`src/rtl/add_accum_if.sv`:
```
// Handshake bundle for add_accum: adder-result input side and batch-result output side.
// master drives samples and consumes results; slave is the accumulator.
interface add_accum_if #(
    parameter int WIDTH     = 8,
    parameter int ACC_WIDTH = 16,
    parameter int COUNT     = 4
);
    localparam int CNT_W = $clog2(COUNT + 1);

    logic                 in_valid;
    logic                 in_ready;
    logic [WIDTH-1:0]     sum;
    logic                 cout;
    logic                 out_valid;
    logic                 out_ready;
    logic [ACC_WIDTH-1:0] acc_out;
    logic [CNT_W-1:0]     out_count;
    logic                 ovf;

    modport master (
        output in_valid, sum, cout, out_ready,
        input  in_ready, out_valid, acc_out, out_count, ovf
    );

    modport slave (
        input  in_valid, sum, cout, out_ready,
        output in_ready, out_valid, acc_out, out_count, ovf
    );
endinterface

```
`src/rtl/add_accum.sv`:
```
// Batch accumulator for {cout,sum} adder results; presents total, count and sticky overflow.
// Optional macro ADD_ACCUM_SATURATE_EN clamps the total at all-ones on overflow instead of wrapping.
module add_accum #(
    parameter int WIDTH     = 8,
    parameter int ACC_WIDTH = 16,
    parameter int COUNT     = 4
) (
    input  logic       clk,
    input  logic       rst,
    add_accum_if.slave bus
);
    localparam int CNT_W = $clog2(COUNT + 1);
    localparam int SUM_W = ACC_WIDTH + 1;

    localparam logic [0:0] ACC  = 1'b0;
    localparam logic [0:0] DONE = 1'b1;

    logic [0:0]           state, state_nxt;
    logic [ACC_WIDTH-1:0] acc, acc_nxt;
    logic [CNT_W-1:0]     cnt, cnt_nxt;
    logic                 ovf, ovf_nxt;
    logic [SUM_W-1:0]     total;
    logic                 accept;
    logic                 release_batch;
    logic                 last;

    assign accept        = bus.in_valid && (state == ACC);
    assign release_batch = bus.out_ready && (state == DONE);
    assign last          = (cnt == CNT_W'(COUNT - 1));

    // One extra bit so the carry out of the top accumulator bit flags overflow.
    assign total = {1'b0, acc} + SUM_W'({bus.cout, bus.sum});

    always_comb begin
        state_nxt = state;
        acc_nxt   = acc;
        cnt_nxt   = cnt;
        ovf_nxt   = ovf;
        if (accept) begin
`ifdef ADD_ACCUM_SATURATE_EN
            acc_nxt = (total[ACC_WIDTH] || ovf) ? '1 : total[ACC_WIDTH-1:0];
`else
            acc_nxt = total[ACC_WIDTH-1:0];
`endif
            cnt_nxt = cnt + CNT_W'(1);
            ovf_nxt = ovf | total[ACC_WIDTH];
            if (last) begin
                state_nxt = DONE;
            end
        end else if (release_batch) begin
            acc_nxt   = '0;
            cnt_nxt   = '0;
            ovf_nxt   = 1'b0;
            state_nxt = ACC;
        end
    end

    always_ff @(posedge clk) begin
        if (rst) begin
            state <= ACC;
            acc   <= '0;
            cnt   <= '0;
            ovf   <= 1'b0;
        end else begin
            state <= state_nxt;
            acc   <= acc_nxt;
            cnt   <= cnt_nxt;
            ovf   <= ovf_nxt;
        end
    end

    assign bus.in_ready  = (state == ACC);
    assign bus.out_valid = (state == DONE);
    assign bus.acc_out   = acc;
    assign bus.out_count = cnt;
    assign bus.ovf       = ovf;
endmodule

```
`src/flat_wrapper.sv`:
```
// flat-port wrapper written by rule: the top's interface ports become plain ports
module add_accum_flat 
#(
    parameter int WIDTH     = 8,
    parameter int ACC_WIDTH = 16,
    parameter int COUNT     = 4
)
  (clk, rst, bus_in_valid, bus_sum, bus_cout, bus_out_ready, bus_in_ready, bus_out_valid, bus_acc_out, bus_out_count, bus_ovf);
  add_accum_if #(.WIDTH(WIDTH), .ACC_WIDTH(ACC_WIDTH), .COUNT(COUNT)) bus_i ();
  input  logic clk;
  input  logic rst;
  input wire logic [$bits(bus_i.in_valid)-1:0] bus_in_valid;
  input wire logic [$bits(bus_i.sum)-1:0] bus_sum;
  input wire logic [$bits(bus_i.cout)-1:0] bus_cout;
  input wire logic [$bits(bus_i.out_ready)-1:0] bus_out_ready;
  output wire logic [$bits(bus_i.in_ready)-1:0] bus_in_ready;
  output wire logic [$bits(bus_i.out_valid)-1:0] bus_out_valid;
  output wire logic [$bits(bus_i.acc_out)-1:0] bus_acc_out;
  output wire logic [$bits(bus_i.out_count)-1:0] bus_out_count;
  output wire logic [$bits(bus_i.ovf)-1:0] bus_ovf;
  assign bus_i.in_valid = bus_in_valid;
  assign bus_i.sum = bus_sum;
  assign bus_i.cout = bus_cout;
  assign bus_i.out_ready = bus_out_ready;
  assign bus_in_ready = bus_i.in_ready;
  assign bus_out_valid = bus_i.out_valid;
  assign bus_acc_out = bus_i.acc_out;
  assign bus_out_count = bus_i.out_count;
  assign bus_ovf = bus_i.ovf;
  add_accum #(.WIDTH(WIDTH), .ACC_WIDTH(ACC_WIDTH), .COUNT(COUNT)) u_core (.clk(clk), .rst(rst), .bus(bus_i));
endmodule
```
`config.mk`:
```
export PLATFORM = sky130hd
export DESIGN_NAME = add_accum_flat
export DESIGN_NICKNAME = d
export VERILOG_FILES = /design/src/rtl/add_accum_if.sv /design/src/rtl/add_accum.sv /design/src/flat_wrapper.sv
export SDC_FILE = /design/constraint.sdc
export NUM_CORES = 1
export LEC_CHECK = 0
export CORE_UTILIZATION = 48
export DETAILED_ROUTE_END_ITERATION = 10
export HOLD_SLACK_MARGIN = 0.08
export PLACE_DENSITY = 0.92
export SKIP_LAST_GASP = 1
export SYNTH_ARGS = -nofsm -noshare
export SYNTH_HDL_FRONTEND = slang
export SYNTH_SLANG_ARGS = --single-unit
```
`constraint.sdc`:
```
create_clock -name clk -period 2.3 [get_ports clk]
set_input_delay 0.23 -clock clk [delete_from_list [all_inputs] [get_ports clk]]
set_output_delay 0.23 -clock clk [all_outputs]
set_load 0.02 [all_outputs]
```
==> results of run 1 <==
## worst paths after layout
path,end,cells after the start,start
worst min register to register,u_core.bus.acc_out[15],2,u_core.bus.acc_out[15]
worst max register to register,u_core.bus.acc_out[8],8,u_core.bus.acc_out[0]
worst min-delay path,u_core.bus.acc_out[15],2,u_core.bus.acc_out[15]
worst max-delay path,u_core.bus.acc_out[8],8,u_core.bus.acc_out[0]
## logic make-up after synthesis
group | after synthesis | share of synthesized area
AOI/OAI and AO/OA | 46 | 0.2712
xor gates and xnor gates | 4 | 0.02703
adders and majority gates | 12 | 0.1216
buffers and inverters | 8 | 0.02413
DFF | 21 | 0.3243
muxes | 5 | 0.03861
and+or+nand+nor | 51 | 0.1931
## report_power, final
part | leakage, uW | switching [uW] | total (uW) | internal, uW
Clock | 0.0000139 | 130 | 197 | 66.7
Sequential | 0.000172 | 24.7 | 414 | 389
Combinational | 0.000544 | 186 | 355 | 168
## metrics by stage
step,hold slack (ns),area (um2),power [uW],utilization,worst slack (ns)
2_1_floorplan,0.3927,1296,639.5,-,0.2509
5_1_grt,0.5359,1745,1018,0.6920,-0.001411
3_3_place_gp,0.4693,1699,748.7,0.6736,-0.01242
3_5_place_dp,0.4692,1699,768.2,0.6736,-0.2120
6_report,0.5114,1745,965.3,0.6920,0.09755
4_1_cts,0.5180,1729,962.6,0.6855,0.08398
## repair_timing
item,in CTS,in global routing
gates resized for setup,0,2
buffers inserted,0,1
endpoints found under the setup margin,0,2
## cell type report
class                   count  share of cell area
inverters                   5             0.01075
well taps                  30             0.02151
multi-input cells         118              0.4882
clock buffers               3             0.01290
repair buffers             40              0.2208
flip-flops and latches     21              0.2416
clock inverters             1            0.004301
## worst max-delay path, delay by kind of cell, from the launching register on
kind / cells / cell delay, ns
flip-flops: 1 / 0.37
adder cells (fa/ha/maj): 2 / 0.57
AO/OA/AOI/OAI: 3 / 0.75
buffers and inverters: 1 / 0.06
AND/OR/NAND/NOR: 2 / 0.33
## synthesized netlist by cell type (2+ instances only)
library cell | number | area share
dfxtp_1 | 21 | 0.32
nor2_1 | 17 | 0.049
a21oi_1 | 13 | 0.050
nand2_1 | 13 | 0.038
ha_1 | 11 | 0.11
nand2b_1 | 6 | 0.029
inv_1 | 5 | 0.014
mux2i_1 | 5 | 0.039
a22o_1 | 4 | 0.027
nor2b_1 | 4 | 0.019
a21o_1 | 3 | 0.017
a22oi_1 | 3 | 0.017
a31oi_1 | 3 | 0.014
o21ai_0 | 3 | 0.012
a211oi_2 | 2 | 0.019
a21o_2 | 2 | 0.014
a41o_2 | 2 | 0.017
and3_1 | 2 | 0.0097
clkbuf_1 | 2 | 0.0058
nand3_1 | 2 | 0.0077
o211ai_1 | 2 | 0.012
xnor2_1 | 2 | 0.014
xor2_1 | 2 | 0.014
## registers in the layout, indices dropped and copies added, names as in the netlist
signal,cells
u_core.bus.acc_out,16
u_core.bus.out_count,3
u_core.bus.ovf,1
u_core.bus.out_valid,1
## cells in the final DEF (no fill, tap or decap), types with 2 or more instances in the layout
cell type | synthesis | layout
nor2b_1 | 4 | 4
dfxtp_1 | 21 | 20
o211ai_1 | 2 | 2
nor2_1 | 17 | 17
a31oi_1 | 3 | 3
nand2b_1 | 6 | 5
xnor2_1 | 2 | 2
and3_1 | 2 | 2
mux2i_1 | 5 | 5
a21o_1 | 3 | 3
xor2_1 | 2 | 2
o21ai_0 | 3 | 3
a21oi_1 | 13 | 13
clkbuf_4 | 0 | 3
clkdlybuf4s50_1 | 0 | 34
inv_1 | 5 | 5
a22oi_1 | 3 | 3
buf_4 | 0 | 6
ha_1 | 11 | 11
a41o_2 | 2 | 2
a211oi_2 | 2 | 2
nand3_1 | 2 | 2
a22o_1 | 4 | 4
a21o_2 | 2 | 2
nand2_1 | 13 | 13
## routing by layer
metal  vias up  wire, um  track usage  share of wire
met3        12       187      0.03955          0.055
met4         0        74       0.1491          0.022
met1       613      1431       0.2927           0.42
li1        623         -            -              -
met2        52      1701       0.4527           0.50
met5         -         0            0              0
==> qor.csv, run 1 <==
metric;value;unit
clk_lat worst skew;0.33;ns
nets;214;
Reg area;421.7;um2
Post-DP HPWL;2.652;mm
Initial Util;0.5139;
max-slew violation count;0;
setup TNS;0;ns
Core Area;0.002522;mm2
Num Clock Sinks;21;
status;finished clean;
WP data required;2.51;ns
peak supply drop;461.0;uV
Multi-input gate area;852.1;um2
EDFF count, synth;0;
FILL cells;201;
PD cells;553.1;mW/mm2
Mapped Area;0.001296;mm2
#FFs+latches synth;21;
worst relative slew slack;0.6811;
CP Data Arrival Time;2.41;ns
drt drc;0;
ys flop type;dfxtp_1;
Hold-fix buffers, CTS;0;
syn avg cell area;8.818;um2
row count;18;
Die H;53.97;um
Yosys Warn Count;0;
R2R Setup Slk;0.1;ns
vias per cell;5.963;
clock skew;0.01973;ns
pin count of the biggest net entering global routing;14;
Cell variety after synth;41;
Root Driver;clkbuf_4;
first-pass GRT wire length;5.402;mm
initial antenna violation count;0;
# diodes;0;
clock buffer depth;2;
die width;53.97;um
cell count after synthesis;147;
crit path cell chain;ha_1 > inv_1 > fa_1 > nand2b_4 > a211oi_2 > o211ai_1 > nor3b_1 > o41ai_1;
non-filler cells, final;218;
min Tclk post-route;2.202;ns
Detail Route Antenna Nets;0;
layout cell share with drive strength beyond 1;0.1223;
slowest cell delay on critical path;0.39;ns
vias in the first global route;1267;
measured slew at the worst slew-check pin;0.4765;ns
WL final;3.394;mm
DR pass1 iterations;4;
initial DRC count;19;
H-tree levels;1;
crit end category;flop;
Leak;0.0007301;uW
GRT Residual Overflow;0;
worst min-delay path category;flop to flop;
Ports;35;
CP max stage cell;fa_1;
final hold vios;0;
placed insts;213;
gpl congestion;0.8690;
Final period util;0.9576;
DR WL/cell;15.57;um
CTS buffer count;3;
register area share after synthesis;0.3243;
CP max FO;3;
Die Outline Area;0.002912;mm2
vias;1300;
Worst setup SP type;flop;
share of flip-flops with an asynchronous set or reset;0;
# setup viols final;0;
max cap viols;0;
Worst-path clk slew;0.14;ns
critical path class;flop to flop;
Mapped Nets;172;
CTS tree;yes;
total track usage;0.2583;
Port Buffer Count;34;
Max Freq;0.4540;GHz
Layout area overhead;34.65;%
Power figures use the tool's default switching activity.
==> run 2: changes to the inputs <==
- CELL_PAD_IN_SITES_DETAIL_PLACEMENT: unset -> 1
- CELL_PAD_IN_SITES_GLOBAL_PLACEMENT: unset -> 2
- CORE_UTILIZATION: 48 -> 28
- PLACE_DENSITY: 0.92 -> 0.91
==> run 2 against run 1 <==
Final cell count grew 9.2%. Critical path depth is 1 higher. Combinational power about the same. Die area grew 68%. Sequential cell count is the same. Wire length rose by 4.8%. Non-clock buffer count fell by 2. Count of clock-buffer cells in the layout is 1 higher.
==> qor.csv, run 2 (same netlist as run 1, synthesis figures left out) <==
metric;value;unit
vias;1259;
clock skew;0.001301;ns
measured slew at the worst slew-check pin;0.4334;ns
worst min-delay path category;flop to flop;
Min Hold Slack;0.4986;ns
non-filler cells, final;238;
initial DRC count;20;
peak supply drop;177.6;uV
Worst setup SP type;input port;
nets;212;
CTS tree;yes;
GRT Residual Overflow;0;
DR WL/cell;14.94;um
FILL cells;537;
Final period util;0.9236;
CP max FO;3;
CP max stage cell;clkdlybuf4s50_1;
DR pass1 iterations;4;
Layout area overhead;36.87;%
layout cell share with drive strength beyond 1;0.1075;
vias per cell;5.290;
Initial Util;0.2937;
crit end category;flop;
Post-DP HPWL;2.789;mm
crit path cell chain;clkdlybuf4s50_1 > ha_1 > inv_1 > fa_2 > nand2b_4 > a211oi_2 > o211ai_1 > nor3b_1 > o41ai_1;
most frequent cells in the layout;clkdlybuf4s50_1 (34), dfxtp_1 (21), nor2_1 (17);
Die Outline Area;0.004906;mm2
CP Data Arrival Time;2.29;ns
CTS buffer count;3;
first-pass GRT wire length;6.030;mm
Detail Route Antenna Nets;0;
Num Clock Sinks;21;
drt drc;0;
pin count of the biggest net entering global routing;12;
H-tree levels;1;
max-slew violation count;0;
Root Driver;clkbuf_8;
# setup viols final;0;
die width;70.04;um
Core Area;0.004414;mm2
Worst-path clk slew;0.08;ns
clock buffer depth;2;
PD cells;576.3;mW/mm2
Port Buffer Count;34;
gpl congestion;0.8131;
WP data required;2.47;ns
# diodes;0;
vias in the first global route;1331;
Ports;35;
placed insts;234;
row count;24;
status;finished clean;
commonest non-fill, non-tap cell in the layout;clkdlybuf4s50_1;
RSZ-0062 raised after global routing;no;
critical path class;input port to flop;
min Tclk post-route;2.124;ns
total track usage;0.1499;
slowest cell delay on critical path;0.46;ns
max cap viols;0;
Setup Buffers After CTS;0;
Max Freq;0.4707;GHz
final hold vios;0;
Die H;70.04;um
worst relative slew slack;0.7100;
WL final;3.556;mm
initial antenna violation count;0;
Leak;0.0007282;uW
Largest register FFs;16;
clk_lat worst skew;0.26;ns
run 2: cell types whose count changed in the layout (fill, tap and decap cells not counted), sizes merged:
cell      change
buf           -2
clkinvlp      -1
clkbuf        +1
run 2: path summary, 6_finish.rpt:
kind                                             start                      to  slack (ns)  depth (start not counted)
worst max-delay path                        bus_sum[0]   u_core.bus.acc_out[8]        0.18                          9
worst min register to register  u_core.bus.acc_out[15]  u_core.bus.acc_out[15]        0.50                          2
worst max register to register   u_core.bus.acc_out[0]   u_core.bus.acc_out[8]        0.21                          8
worst min-delay path            u_core.bus.acc_out[15]  u_core.bus.acc_out[15]        0.50                          2
run 2: through the flow:
stage                     power (uW)   TNS, ns  utilization  setup slack, ns  area [um2]
after floorplan                639.5         0            -           0.2509        1296
after global routing            1080         0       0.4019         0.002509        1774
final                           1022         0       0.4019           0.1757        1774
after detailed placement       773.0   -0.5583       0.3895          -0.1582        1719
after global placement         758.2  -0.06771       0.3895         -0.03013        1719
after CTS                       1026         0       0.3997           0.1367        1764
run 2: power breakdown:
part	internal [uW]	switching, uW
sequential	389	25.2
clock	124	131
combinational	167	186
total	679	343
run 2: timing repair:
item | CTS | global route
setup endpoints to repair | 0 | 1
hold buffers | 0 | 0
resized for setup | 0 | 2
run 2: metal layers:
metal	GRT usage	vias up	wire [um]
met4	0.02667	0	19
met5	0	-	0
met3	0.02742	4	123
met2	0.2628	25	1702
li1	-	614	-
met1	0.1927	616	1710
run 2: area by class of cell:
class                           count  area [um2]  area share
Timing Repair Buffer               38       370.4      0.2087
Multi-Input combinational cell    118       854.6      0.4817
Clock buffer                        4       45.04     0.02539
Inverter                            5       18.77     0.01058
Tap cell                           52       65.06     0.03667
Sequential cell                    21       420.4      0.2370
run 2: worst max-delay path: cells and delay by family:
| family | cells | cell delay (ns) |
|---|---|---|
| fa+ha+maj | 2 | 0.51 |
| buf+inv | 2 | 0.52 |
| simple gates | 2 | 0.32 |
| compound gates | 3 | 0.71 |
